[src/rtl/logfbe_log2.sv]
// Fixed-point log2 for the MFCC front end: 32-bit filter-bank energy -> Q5.11 log value.
// Define LOGFBE_LUT_CORR_EN to add stage S4 (mantissa correction ROM, latency 4 instead of 3).
module logfbe_log2 #(
    parameter int NUM_FILT = 26,
    parameter int CNT_W    = 6
) (
    input  logic        clk,
    input  logic        rst_n,
    input  logic        start,
    input  logic [31:0] fbe_data,
    input  logic        fbe_valid,
    input  logic        fbe_last,
    output logic        fbe_ready,
    output logic [15:0] wr_data,
    output logic        wr_en,
    input  logic        almost_full,
    input  logic        full,
    output logic        busy,
    output logic        frame_done,
    output logic        ovf_err,
    output logic        frm_err
);

`ifdef LOGFBE_LUT_CORR_EN
    localparam int STAGES = 3;
`else
    localparam int STAGES = 2;
`endif
    localparam logic [CNT_W-1:0] CNT_END = CNT_W'(NUM_FILT - 1);

    typedef enum logic [1:0] {IDLE = 2'd0, RUN = 2'd1, DRAIN = 2'd2} state_t;
    typedef struct packed {
        logic [4:0]  p;
        logic [10:0] m;
    } norm_t;

    state_t           state, state_nxt;
    logic             accept, cnt_end, eff_last, out_vld, out_last;
    logic [CNT_W-1:0] cnt;
    // vld_pipe[0] = S1 holds data, vld_pipe[STAGES] = result at the FIFO port
    logic [STAGES:0]  vld_pipe, last_pipe;
    logic [31:0]      s1_data, norm;
    logic [4:0]       lod_p;
    norm_t            s2;
    logic [15:0]      s3_res, out_res;

    assign accept   = fbe_valid && fbe_ready;
    assign cnt_end  = (cnt == CNT_END);
    // A full count forces the frame to end even without fbe_last
    assign eff_last = fbe_last || cnt_end;
    assign out_vld  = vld_pipe[STAGES];
    assign out_last = last_pipe[STAGES];

    always_ff @(posedge clk or negedge rst_n) begin
        if (!rst_n) state <= IDLE;
        else        state <= state_nxt;
    end

    always_comb begin
        state_nxt = state;
        case (state)
            IDLE:    if (start) state_nxt = RUN;
            RUN:     if (accept && eff_last) state_nxt = DRAIN;
            DRAIN:   if (out_vld && out_last) state_nxt = IDLE;
            default: state_nxt = IDLE;
        endcase
    end

    always_comb begin
        busy      = (state != IDLE);
        fbe_ready = (state == RUN) && !almost_full;
    end

    always_ff @(posedge clk or negedge rst_n) begin
        if (!rst_n)      cnt <= '0;
        else if (accept) cnt <= eff_last ? '0 : cnt + CNT_W'(1);
    end

    always_ff @(posedge clk or negedge rst_n) begin
        if (!rst_n) begin
            frm_err <= 1'b0;
            ovf_err <= 1'b0;
        end else begin
            if (accept && (fbe_last != cnt_end)) frm_err <= 1'b1;
            if (out_vld && full)                 ovf_err <= 1'b1;
        end
    end

    always_ff @(posedge clk or negedge rst_n) begin
        if (!rst_n) begin
            vld_pipe  <= '0;
            last_pipe <= '0;
        end else begin
            vld_pipe  <= {vld_pipe[STAGES-1:0], accept};
            last_pipe <= {last_pipe[STAGES-1:0], accept && eff_last};
        end
    end

    // Leading-one detect; x==0 yields p=0 and norm=0, so the result is 0x0000 with no special case
    always_comb begin
        lod_p = '0;
        for (int i = 0; i < 32; i++)
            if (s1_data[i]) lod_p = 5'(i);
        norm = s1_data << (5'd31 - lod_p);
    end

    always_ff @(posedge clk or negedge rst_n) begin
        if (!rst_n) begin
            s1_data <= '0;
            s2      <= '0;
            s3_res  <= '0;
        end else begin
            if (accept)      s1_data <= fbe_data;
            if (vld_pipe[0]) s2      <= '{p: lod_p, m: norm[30:20]};
            if (vld_pipe[1]) s3_res  <= {s2.p, s2.m};
        end
    end

`ifdef LOGFBE_LUT_CORR_EN
    logic [7:0]  corr;
    logic [16:0] corr_sum;
    logic [15:0] s4_res;

    // round(2048*(log2(1+i/16) - i/16)), indexed by the top 4 mantissa bits
    always_comb begin
        case (s3_res[10:7])
            4'd0:  corr = 8'd0;
            4'd1:  corr = 8'd51;
            4'd2:  corr = 8'd92;
            4'd3:  corr = 8'd124;
            4'd4:  corr = 8'd147;
            4'd5:  corr = 8'd163;
            4'd6:  corr = 8'd173;
            4'd7:  corr = 8'd176;
            4'd8:  corr = 8'd174;
            4'd9:  corr = 8'd167;
            4'd10: corr = 8'd154;
            4'd11: corr = 8'd138;
            4'd12: corr = 8'd117;
            4'd13: corr = 8'd93;
            4'd14: corr = 8'd65;
            default: corr = 8'd34;
        endcase
        corr_sum = {1'b0, s3_res} + {9'd0, corr};
    end

    always_ff @(posedge clk or negedge rst_n) begin
        if (!rst_n)           s4_res <= '0;
        else if (vld_pipe[2]) s4_res <= corr_sum[16] ? 16'hFFFF : corr_sum[15:0];
    end

    assign out_res = s4_res;
`else
    assign out_res = s3_res;
`endif

    // A result that meets a full FIFO is dropped rather than stalling the pipe
    assign wr_en      = out_vld && !full;
    assign wr_data    = out_res;
    assign frame_done = out_vld && out_last;

endmodule
[config.mk]
export PLATFORM = sky130hd
export DESIGN_NAME = logfbe_log2
export DESIGN_NICKNAME = d
export VERILOG_FILES = /design/src/rtl/logfbe_log2.sv
export SDC_FILE = /design/constraint.sdc
export NUM_CORES = 1
export LEC_CHECK = 0
export ABC_AREA = 1
export BUFFER_PORTS_ARGS = -buffer_cell sky130_fd_sc_hd__buf_2
export CAP_MARGIN = 5
export CORE_UTILIZATION = 50
export CTS_BUF_LIST = sky130_fd_sc_hd__clkbuf_4
export DETAILED_ROUTE_END_ITERATION = 16
export PLACE_DENSITY = 0.73
export SETUP_SLACK_MARGIN = 0.3
export SLEW_MARGIN = 25
export SYNTH_ARGS = -nofsm -noshare
export SYNTH_HDL_FRONTEND = slang
export SYNTH_SLANG_ARGS = --single-unit
export TNS_END_PERCENT = 20
[constraint.sdc]
create_clock -name clk -period 2.6 [get_ports clk]
set_input_delay 0.39 -clock clk [delete_from_list [all_inputs] [get_ports clk]]
set_output_delay 0.39 -clock clk [all_outputs]
set_load 0.005 [all_outputs]
[After elaboration in Yosys (flattened, before gate mapping)]
Cells that the tools add are included.
Storage, ports and cells
  input bits: 39
  memories: 0
  RAM bits: 0
  latch bits: 0
  bits in registers: 80
  ROM bits: 0
  logic and storage cells: 69
Cells by class
  equal/unequal tests: 7
  add/subtract/negate cells: 2
  bitwise logic cells: 0
  divide/modulo/power cells: 0
  multipliers: 0
  order comparisons: 0
  reduce and logical (&&, ||, !) cells: 13
  muxes and demuxes: 36
  shifts and indexed selects: 1
Operator list (number)
  $mux 5: 30
  $shl 32x5->31: 1
  $logic_and 1x1->1: 7
  $add 6x1->6 const B: 1
  $eq 6x5->1 const B: 1
  $mux 2: 3
  $mux 6: 1
  $pmux 2 s3: 1
  $sub 5x5->5 const A: 1
  $ne 2x2->1 const B: 2
  $reduce_and 3->1: 1
  $eq 2x1->1 const B: 1
  $eq 2x2->1 const B: 1
  $logic_not 1->1: 2
  $logic_not 2->1: 1
  $ne 2x1->1 const B: 1
  $reduce_bool 2->1: 1
  $logic_or 1x1->1: 1
  $mux 1: 1
  $ne 1x1->1: 1

[Depth between registers and ports, before layout]
Gate-level depths: netlist of run 1.
  word-level depth: 33
  mapped depth: 41
  mapped depth without buffers: 40

[Worst setup path after synthesis of run 1]
No wires, ideal clock.
  kind: register to register
  start: reg s1_data[2]
  end: reg s2[10] (netlist bit)
  setup slack: 62 ps
  setup time: 117 ps
  stages on the path, launching flop included: 40
  clock period less this slack: 2538 ps
  data arrival time: 2421 ps
  required time: 2483 ps
  path through: dfrtp_1 inv_2 nand2_1 nand2_1 nand2_1 nand2_1 nand2_1 nand2_1 nand2_1 nand2_1 nand2_1 nand2_1 nand2_1 nand2_1 nand2_1 nand2_1 nand2_1 nand2_1 [... 4 more ...] nand2_1 nand2_1 nand2_1 nand2_1 nand2_1 nand2_1 nand2_1 nand2_4 nand2_4 buf_6 nand2_1 nand3_1 nand2_1 nand2_1 nand3_1 nand2_1 nor2_1 nor2_1
On the way
  word-level cells in the longest chain between the ends: 32
RTL lines
  from (decl): RTL line 42  | logic [31:0] s1_data, norm;
  from (signal assigned): RTL line 113  | if (accept) s1_data <= fbe_data;
  $mux 5 (30 in series): RTL line 103  | if (s1_data[i]) lod_p = 5'(i);
  $sub 5x5->5: RTL line 104  | norm = s1_data << (5'd31 - lod_p);
  $shl 32x5->31 *: RTL line 104
  to (signal assigned): RTL line 114  | if (vld_pipe[0]) s2 <= '{p: lod_p, m: norm[30:20]};
  to (decl): RTL line 44  | norm_t s2;
Every way passes the cells marked *; elsewhere a longest branch is shown, timed or not.
A chain may end at the register's enable or synchronous reset.

[Worst setup path in the final report of run 1]
  start: reg s1_data[2]
  end: reg s2[8] (netlist bit)
Same word-level chain as after synthesis.

==> impl_metrics.toml, run 1 <==
[place]
gp_congestion = 0.9385
io_buffers = 60
placed_area_sq_um = 5305
hpwl_mm = 9.286

[status]
outcome = "finished with violations"
violations = "setup timing"

[power_and_ir_drop]
switchingPower_uw = 4131
share_comb_of_total_power_pct = 65.3
p_int_uw = 4048
p_clk_share_pct = 8.4
swShare_pct = 50.51
leakage_uw = 0.002808
cellPowerDensity_nw_per_um2 = 1478
irDropWorstVdd_mv = 0.9592
seqPwrFrac_pct = 26.3

[floorplan]
die_y_microns = 98.78
die_area_sq_um = 9757
core_sq_um = 8891
die_x_microns = 98.78
ios = 61
row_count = 34
initial_core_util_pct = 52.67

[finish]
post-route-util_pct = 62.26
fillers = 842
layout_common_cells = "nand2_1, nand3_1, dfrtp_1"
final_design_area_no_fill_sq_um = 5535
drive_gt1_share_pct = 21.37
synthToLayoutAreaGrowth_pct = 18.19
final_nets = 781
seq_area_sq_um = 2002
diodes = 0
multiInputGateArea_sq_um = 2400
layout_commonest_cell = "nand2_1"

[timing]
tightest_slew_ns = 0.7005
relSlewSlack_pct = 53.30
finalMaxSlewViolations = 0
fin_worst_skew_ns = 0.02013
finalCritPeriodShare_pct = 113.3
hold_ws_ns = 0.1248
setup_slack_ns = -0.3469
hold_viol = 0
fmax_mhz = 339.3
rsz0062_at_grt = "true"
fin_crit_ns = 2.947
setup_viol = 11

[global_routing]
overflow = 0
met2_usage_pct = 50.56
grtUsageMet1_pct = 33.56
grt_max_degree = 81
grt_use_total_pct = 28.17
grt_use_met3_pct = 4.468
top_usage_layer = "met2"
grt_pass1_wl_mm = 21.40
grt_pass1_vias = 4590
antenna_found_initial = 0

[yosys]
synth_edf_count = 0
ys_seq_elements = 80
synth_cells = 659
syn_nets = 701
synthFlopType = "dfrtp_1"
synth_cell_type_count = 35
syn-cell-area_sq_um = 4683
yosysWarnings = 0
ys_seq_area_share_pct = 42.75
ys_async_sr_fraction_pct = 100.0
synth_area_per_cell_sq_um = 7.107

[min_path]
holdPathStages = 3
hp-class = "input pin to flop"
hp-start = "fbe_data[5]"
holdPathEnd = "s1_data[5]"

[routing]
drc = 0
first_iter_violations = 206
detail_route.wl_per_cell_microns = 14.69
vias_per_cell = 5.377
drtAntennaViolNets = 0
wl_mm = 12.52
first_pass_iters = 4
num_vias = 4581

[critical_path]
arrival_ns = 3.32
crit_family = "simple AND/OR/NAND/NOR gates"
startpoint_type = "flop"
cpPeakStageDelay_ns = 0.40
crit_required_ns = 2.97
worstRegToRegCells = 37
r2r_start = "s1_data[2]"
critical_path_class = "flop to flop"
worst_path_most_repeated_cell = "nand2_1"
cp_num_buf_inv = 2
critPathCaptureType = "flop"
r2r-end = "s2[8]"
cpMaxStageDelayCell = "dfrtp_1"
cp_max_fo = 25
rrSetupSlack_ns = -0.35

[job]
drv_cap = 0

[clock_network]
cts_buffers = 9
insertion_delay_ns = 0.46
cts_tree = "done"
cts_root_buffer = "clkbuf_4"
cts_sinks = 80
path_clk_slew_ns = 0.15
htreeDepth = 3
cts_max_path_buffers = 2
synth_stat cells, drive strengths merged, types with 3 or more instances:
cell / n / area, sq um
nand2: 213 / 817.0
nand3: 129 / 645.6
dfrtp: 80 / 2002
inv: 59 / 221.5
nor2: 51 / 193.9
o21ai: 48 / 240.2
clkbuf: 17 / 63.81
mux2: 16 / 180.2
buf: 11 / 76.32
nor3: 7 / 35.03
nand4: 5 / 31.28
a21oi: 3 / 15.01
ha: 3 / 37.54
o31ai: 3 / 22.52
metal layers:
| layer | vias to the layer above | wire length, microns |
|---|---|---|
| li1 | 2318 | - |
| met1 | 2095 | 5368 |
| met2 | 139 | 6261 |
| met3 | 29 | 502 |
| met4 | 0 | 384 |
| met5 | - | 0 |
logic make-up (layout without fill, tap and decap cells):
logic type               count (synthesis)  count (layout)  synth area share [%]
adder cells (fa/ha/maj)                  3               3                0.8016
multiplexers                            17              17                 4.061
AO/OA/AOI/OAI                           63              63                 7.374
flip-flops                              80              80                 42.75
buffers and inverters                   88             173                 7.801
AND/OR/NAND/NOR                        408             408                 37.22
sequential cells by signal, indices dropped and copies added, names as in the netlist:
register / cells
s1_data: 32
s2: 16
wr_data: 16
cnt: 6
last_pipe: 3
vld_pipe: 3
state: 2
frm_err: 1
ovf_err: 1
layout make-up:
type,count,share of cell area (%)
Tap cell,108,2.441
Clock inverter,7,0.9720
Timing Repair Buffer,97,11.71
Inverter,60,4.137
Clock buffer,9,1.221
Multi-Input combinational cell,491,43.35
Sequential cell,80,36.17
worst max-delay path by stage:
stage | start | to | slack, ns | cells after the start
after floorplan | s1_data[2] | s2[10] | 0.08 | 39
after global placement | s1_data[1] | s2[9] | -0.30 | 37
after detailed placement | s1_data[1] | s2[2] | -0.35 | 39
after CTS | s1_data[2] | s2[8] | -0.35 | 39
after global routing | s1_data[2] | s2[3] | -0.73 | 40
final | s1_data[2] | s2[8] | -0.35 | 37
tightest hold or removal path, delay by kind of cell:
kind | cells | cell delay (ns)
compound gates | 1 | 0.05
buf+inv | 1 | 0.07
simple gates | 1 | 0.04
metrics by stage:
step                setup slack, ns  instances  total power, uW  TNS (ns)
floorplan                   0.07811        659             5563         0
global placement            -0.3036        833             7088    -2.726
detailed placement          -0.3475        833             7162    -3.228
CTS                         -0.3491        850             8058    -3.508
global route                -0.7276        852             8961    -7.890
finish                      -0.3469        852             8179    -3.466
timing repair:
item	CTS	global route
pin swaps	3	2
buffers inserted	0	1
gates resized for setup	10	9
hold endpoints to repair	0	12
hold buffers	0	1
cloned	1	0
setup endpoints to repair	12	14
power by group through the flow:
stage               clock network, uW  logic (uW)  registers [uW]
global route                      755        5980            2230
finish                            686        5340            2150
floorplan                           0        3480            2090
detailed placement                  0        4990            2180
CTS                               700        5210            2150
global placement                    0        4940            2150
Power figures use the tool's default switching activity.
==> inputs of run 2 (changes only) <==
--- a/config.mk
+++ b/config.mk
@@ -6,13 +6,12 @@
 export NUM_CORES = 1
 export LEC_CHECK = 0
 export ABC_AREA = 1
-export BUFFER_PORTS_ARGS = -buffer_cell sky130_fd_sc_hd__buf_2
 export CAP_MARGIN = 5
 export CORE_UTILIZATION = 50
 export CTS_BUF_LIST = sky130_fd_sc_hd__clkbuf_4
 export DETAILED_ROUTE_END_ITERATION = 16
-export PLACE_DENSITY = 0.73
-export SETUP_SLACK_MARGIN = 0.3
+export DONT_BUFFER_PORTS = 1
+export PLACE_DENSITY = 0.68
 export SLEW_MARGIN = 25
 export SYNTH_ARGS = -nofsm -noshare
 export SYNTH_HDL_FRONTEND = slang
==> run 2 against run 1 <==
- the flow still finishes with violations (setup timing)
- wire length decreased by 5.3%
- clock skew decreased by 0.0013 ns
- non-clock buffer count decreased by 62
- utilization decreased by 3.9 points
- power decreased by 4.4%
- via count decreased by 3.0%
- critical path depth unchanged
- sequential cell count unchanged
- worst setup slack improved by 0.021 ns
- clock power increased by 3.1%
- first-iteration DRC count decreased by 14%
==> impl_metrics.toml, run 2 (synthesis results as in run 1) <==
[timing]
fin_crit_ns = 2.926
hold_viol = 0
relSlewSlack_pct = 56.14
hold_ws_ns = 0.05276
setup_viol = 11
fmax_mhz = 341.8
rsz0062_at_grt = "true"
finalMaxSlewViolations = 0
finalCritPeriodShare_pct = 112.5
setup_slack_ns = -0.3256
tightest_slew_ns = 0.6529
fin_worst_skew_ns = 0.01884

[global_routing]
grt_pass1_vias = 4382
top_usage_layer = "met2"
grt_use_met3_pct = 4.752
grt_max_degree = 81
met2_usage_pct = 45.83
grtUsageMet1_pct = 31.69
antenna_found_initial = 0
overflow = 0
grt_use_total_pct = 27.02
grt_pass1_wl_mm = 20.54

[floorplan]
row_count = 34
die_area_sq_um = 9757
die_x_microns = 98.78
core_sq_um = 8891
ios = 61
initial_core_util_pct = 52.67
die_y_microns = 98.78

[finish]
post-route-util_pct = 58.32
largest_register_ffs = 32
synthToLayoutAreaGrowth_pct = 10.71
final_nets = 719
layoutNonFillerInstCount = 790
diodes = 0
top_register = "s1_data"
layout_common_cells = "nand2_1, nand3_1, dfrtp_1"
drive_gt1_share_pct = 11.44
layout_commonest_cell = "nand2_1"

[place]
hpwl_mm = 8.929
gp_congestion = 0.9534
placedCellCount = 772
io_buffers = 0

[routing]
first_pass_iters = 5
first_iter_violations = 178
drc = 0
vias_per_cell = 5.624
num_vias = 4443
detail_route.wl_per_cell_microns = 15.00
wl_mm = 11.85
drtAntennaViolNets = 0

[critical_path]
startpoint_type = "flop"
crit_family = "simple AND/OR/NAND/NOR gates"
cpMaxStageDelayCell = "dfrtp_1"
cp_num_buf_inv = 2
arrival_ns = 3.28
critical_path_class = "flop to flop"
cpPeakStageDelay_ns = 0.40
worst_path_most_repeated_cell = "nand2_1"
critPathCaptureType = "flop"
crit_required_ns = 2.96
cp_max_fo = 25

[power_and_ir_drop]
cellPowerDensity_nw_per_um2 = 1508
irDropWorstVdd_mv = 0.7742
leakage_uw = 0.002548
p_total_uw = 7818

[clock_network]
htreeDepth = 3
cts_max_path_buffers = 2
insertion_delay_ns = 0.45
cts_tree = "done"
cts_root_buffer = "clkbuf_4"
cts_buffers = 9
cts_sinks = 80
path_clk_slew_ns = 0.14

[job]
drv_cap = 0

[status]
outcome = "finished with violations"
violations = "setup timing"

[min_path]
hp-class = "input pin to flop"
==> run 2: cell types whose count changed in the layout (fill, tap and decap cells not counted), sizes merged <==
cell and delta:
clkinv +4, buf -62, inv -2, clkinvlp -2
==> run 2: worst reg2reg max path, delay by kind of cell (launching register included) <==
kind | cells | cell delay (ns)
buffers and inverters | 2 | 0.23
flip-flops | 1 | 0.40
AND/OR/NAND/NOR | 35 | 2.20
==> run 2: area by class of cell <==
type                       instances  area (sq um)
inverter                          60         229.0
clock inverter                     7         62.56
clock buffer                       9         67.56
fill                             884          3706
tap                              108         135.1
multi-input combinational        491          2341
timing repair buffer              35         347.8
sequential                        80          2002
==> run 2: worst paths after layout <==
path,slack (ns),to,cells past startpoint,from
worst max-delay path,-0.33,s2[9],37,s1_data[2]
worst min-delay path,0.05,s1_data[3],2,fbe_data[3]
worst max register to register,-0.33,s2[9],37,s1_data[2]
worst min register to register,0.36,last_pipe[2],0,last_pipe[1]
max in group asynchronous,1.81,wr_data[9],2,rst_n
min in group asynchronous,0.49,frm_err,2,rst_n
==> run 2: per-stage QoR <==
stage / setup WS, ns / instance area, sq um / setup TNS [ns]
final: -0.3256 / 5185 / -3.018
after global routing: -0.6806 / 5185 / -7.163
after CTS: -0.3088 / 5176 / -2.765
after detailed placement: -0.2940 / 4995 / -2.669
after global placement: -0.2604 / 4995 / -2.375
after floorplan: 0.06173 / 4683 / 0
==> run 2: per-layer routing <==
metal  vias to the layer above  routed length, microns
li1                       2192                       -
met1                      2064                    5063
met2                       141                    5659
met3                        46                     481
met4                         0                     645
met5                         -                       0
==> run 2: power by group <==
group	switching (uW)	internal [uW]	leakage, uW
clock network	493	214	0.0000690
logic	3080	1860	0.00150
registers	385	1780	0.000976
==> run 2: timing repair <==
item | 4_1_cts | 5_1_grt
pin swaps | 4 | 2
buffers inserted | 0 | 0
endpoints found under the setup margin | 11 | 12
hold buffers | 2 | 0
hold endpoints to repair | 80 | 0
resized for setup | 5 | 5
==> inputs of run 3 (changes only) <==
--- a/config.mk
+++ b/config.mk
@@ -9,8 +9,10 @@
 export CAP_MARGIN = 5
 export CORE_UTILIZATION = 50
 export CTS_BUF_LIST = sky130_fd_sc_hd__clkbuf_4
+export CTS_CLUSTER_DIAMETER = 150
 export DETAILED_ROUTE_END_ITERATION = 16
 export DONT_BUFFER_PORTS = 1
+export MAX_ROUTING_LAYER = met4
 export PLACE_DENSITY = 0.68
 export SLEW_MARGIN = 25
 export SYNTH_ARGS = -nofsm -noshare
==> run 3 against run 2 <==
- the run still ends with setup timing left
- via count up 0.52%
- clock skew about the same
- sequential share of layout area fell by 2.3 points
- hold slack improved by 0.010 ns
- power increased by 9.7%
- cell area grew 6.2%
- global-route usage rose by 0.070 points
- highest routed layer unchanged
==> impl_metrics.toml, run 3 (synthesis results as in run 1) <==
[place]
hpwl_mm = 8.971
gp_congestion = 0.9726
placed_area_sq_um = 4995
preCtsSetupSlack_ns = -0.3034
io_buffers = 0

[finish]
synthToLayoutAreaGrowth_pct = 17.58
diodes = 0
final_design_area_no_fill_sq_um = 5507
final_nets = 725
post-route-util_pct = 61.93
layout_commonest_cell = "nand2_1"
layout_common_cells = "nand2_1, nand3_1, dfrtp_1"
top_register = "s1_data"
drive_gt1_share_pct = 19.33
largest_register_ffs = 32

[routing]
vias_per_cell = 5.611
first_iter_violations = 241
wl_mm = 12.52
first_pass_iters = 7
num_vias = 4466
drc = 0
drtAntennaViolNets = 0
detail_route.wl_per_cell_microns = 15.73

[power_and_ir_drop]
seqPwrFrac_pct = 25.3
p_int_uw = 4211
switchingPower_uw = 4365
cellPowerDensity_nw_per_um2 = 1557
p_clk_share_pct = 8.1
p_total_uw = 8576
leakage_uw = 0.002676
share_comb_of_total_power_pct = 66.5
swShare_pct = 50.90
irDropWorstVdd_mv = 0.8090

[critical_path]
critPathCaptureType = "flop"
cpMaxStageDelayCell = "dfrtp_1"
arrival_ns = 3.34
cpPeakStageDelay_ns = 0.42
worst_path_most_repeated_cell = "nand2_1"
cp_max_fo = 8
critical_path_class = "flop to flop"
crit_required_ns = 2.93
startpoint_type = "flop"

[timing]
hold_viol = 0
fmax_mhz = 333.0
rsz0062_at_grt = "true"
tightest_slew_ns = 0.7010
finalCritPeriodShare_pct = 115.5
fin_crit_ns = 3.003
finalMaxSlewViolations = 0
fin_worst_skew_ns = 0.01926
relSlewSlack_pct = 52.91
setup_viol = 11
setup_slack_ns = -0.4026

[clock_network]
cts_sinks = 80
cts_buffers = 9
path_clk_slew_ns = 0.15
htreeDepth = 3
cts_tree = "done"
cts_max_path_buffers = 2
insertion_delay_ns = 0.44
cts_root_buffer = "clkbuf_4"

[global_routing]
overflow = 0
grt_use_total_pct = 27.09
grt_pass1_vias = 4166
grt_max_degree = 81
top_usage_layer = "met2"
antenna_found_initial = 0
met2_usage_pct = 46.96
grtUsageMet1_pct = 31.45
grt_use_met3_pct = 4.326
grt_pass1_wl_mm = 19.90

[floorplan]
ios = 61
initial_core_util_pct = 52.67
die_area_sq_um = 9757
die_x_microns = 98.78
die_y_microns = 98.78
row_count = 34
core_sq_um = 8891

[min_path]
hp-class = "input pin to flop"

[job]
drv_cap = 0

[status]
violations = "setup timing"
outcome = "finished with violations"
## run 3: cell count changes in the layout (fill, tap and decap cells not counted), moves of 2 or more
| cell | previous run | this run |
|---|---|---|
| nand3_2 | 0 | 31 |
| inv_2 | 1 | 3 |
| nand2_1 | 206 | 190 |
| nand3_1 | 129 | 98 |
| clkbuf_16 | 0 | 4 |
| nand2_2 | 5 | 21 |
## run 3: path summary, 6_finish.rpt
path	from	end	slack, ns	depth (start not counted)
max	s1_data[1]	s2[9]	-0.40	37
min	fbe_data[20]	s1_data[20]	0.06	2
max reg2reg	s1_data[1]	s2[9]	-0.40	37
min reg2reg	last_pipe[1]	last_pipe[2]	0.37	0
max in group asynchronous	rst_n	s1_data[17]	1.79	2
min in group asynchronous	rst_n	wr_data[13]	0.51	2
## run 3: power groups by stage
stage	Combinational [uW]	Sequential (uW)	Clock, uW
after global routing	6330	2240	768
after CTS	4870	2170	723
after detailed placement	4770	2200	0
final	5710	2170	699
after floorplan	3430	2080	0
after global placement	4710	2180	0
## run 3: critical path, delay by kind of cell (launching register included)
family | cells | cell delay (ns)
simple gates | 36 | 2.25
buf+inv | 1 | 0.19
flops | 1 | 0.42
## run 3: through the flow
stage          cells  TNS, ns  hold slack [ns]
5_1_grt          796   -8.139          0.03293
3_3_place_gp     772   -2.530          0.09597
3_5_place_dp     772   -2.736          0.09583
2_1_floorplan    659        0          0.09441
6_report         796   -3.939          0.06281
4_1_cts          790   -2.806          0.05207
## run 3: cell type report
cell class	instances	area, sq um
clock buffers	9	67.56
clock inverters	7	62.56
fillers	846	3385
inverters	60	225.2
multi-input cells	492	2559
flip-flops and latches	80	2002
well taps	108	135.1
repair buffers	40	455.4
## run 3: per-layer routing
metal,vias up,part of all wire (%)
met1,2073,42
met4,0,2.7
met3,29,4.3
met2,155,51
li1,2209,-
met5,-,0
## run 3: timing repair
action	CTS	global route
gates resized for setup	6	55
hold buffers	2	0
setup endpoints to repair	11	12
setup buffers	0	1
endpoints found under the hold margin	80	0
pin swaps	8	12
cloned	0	5
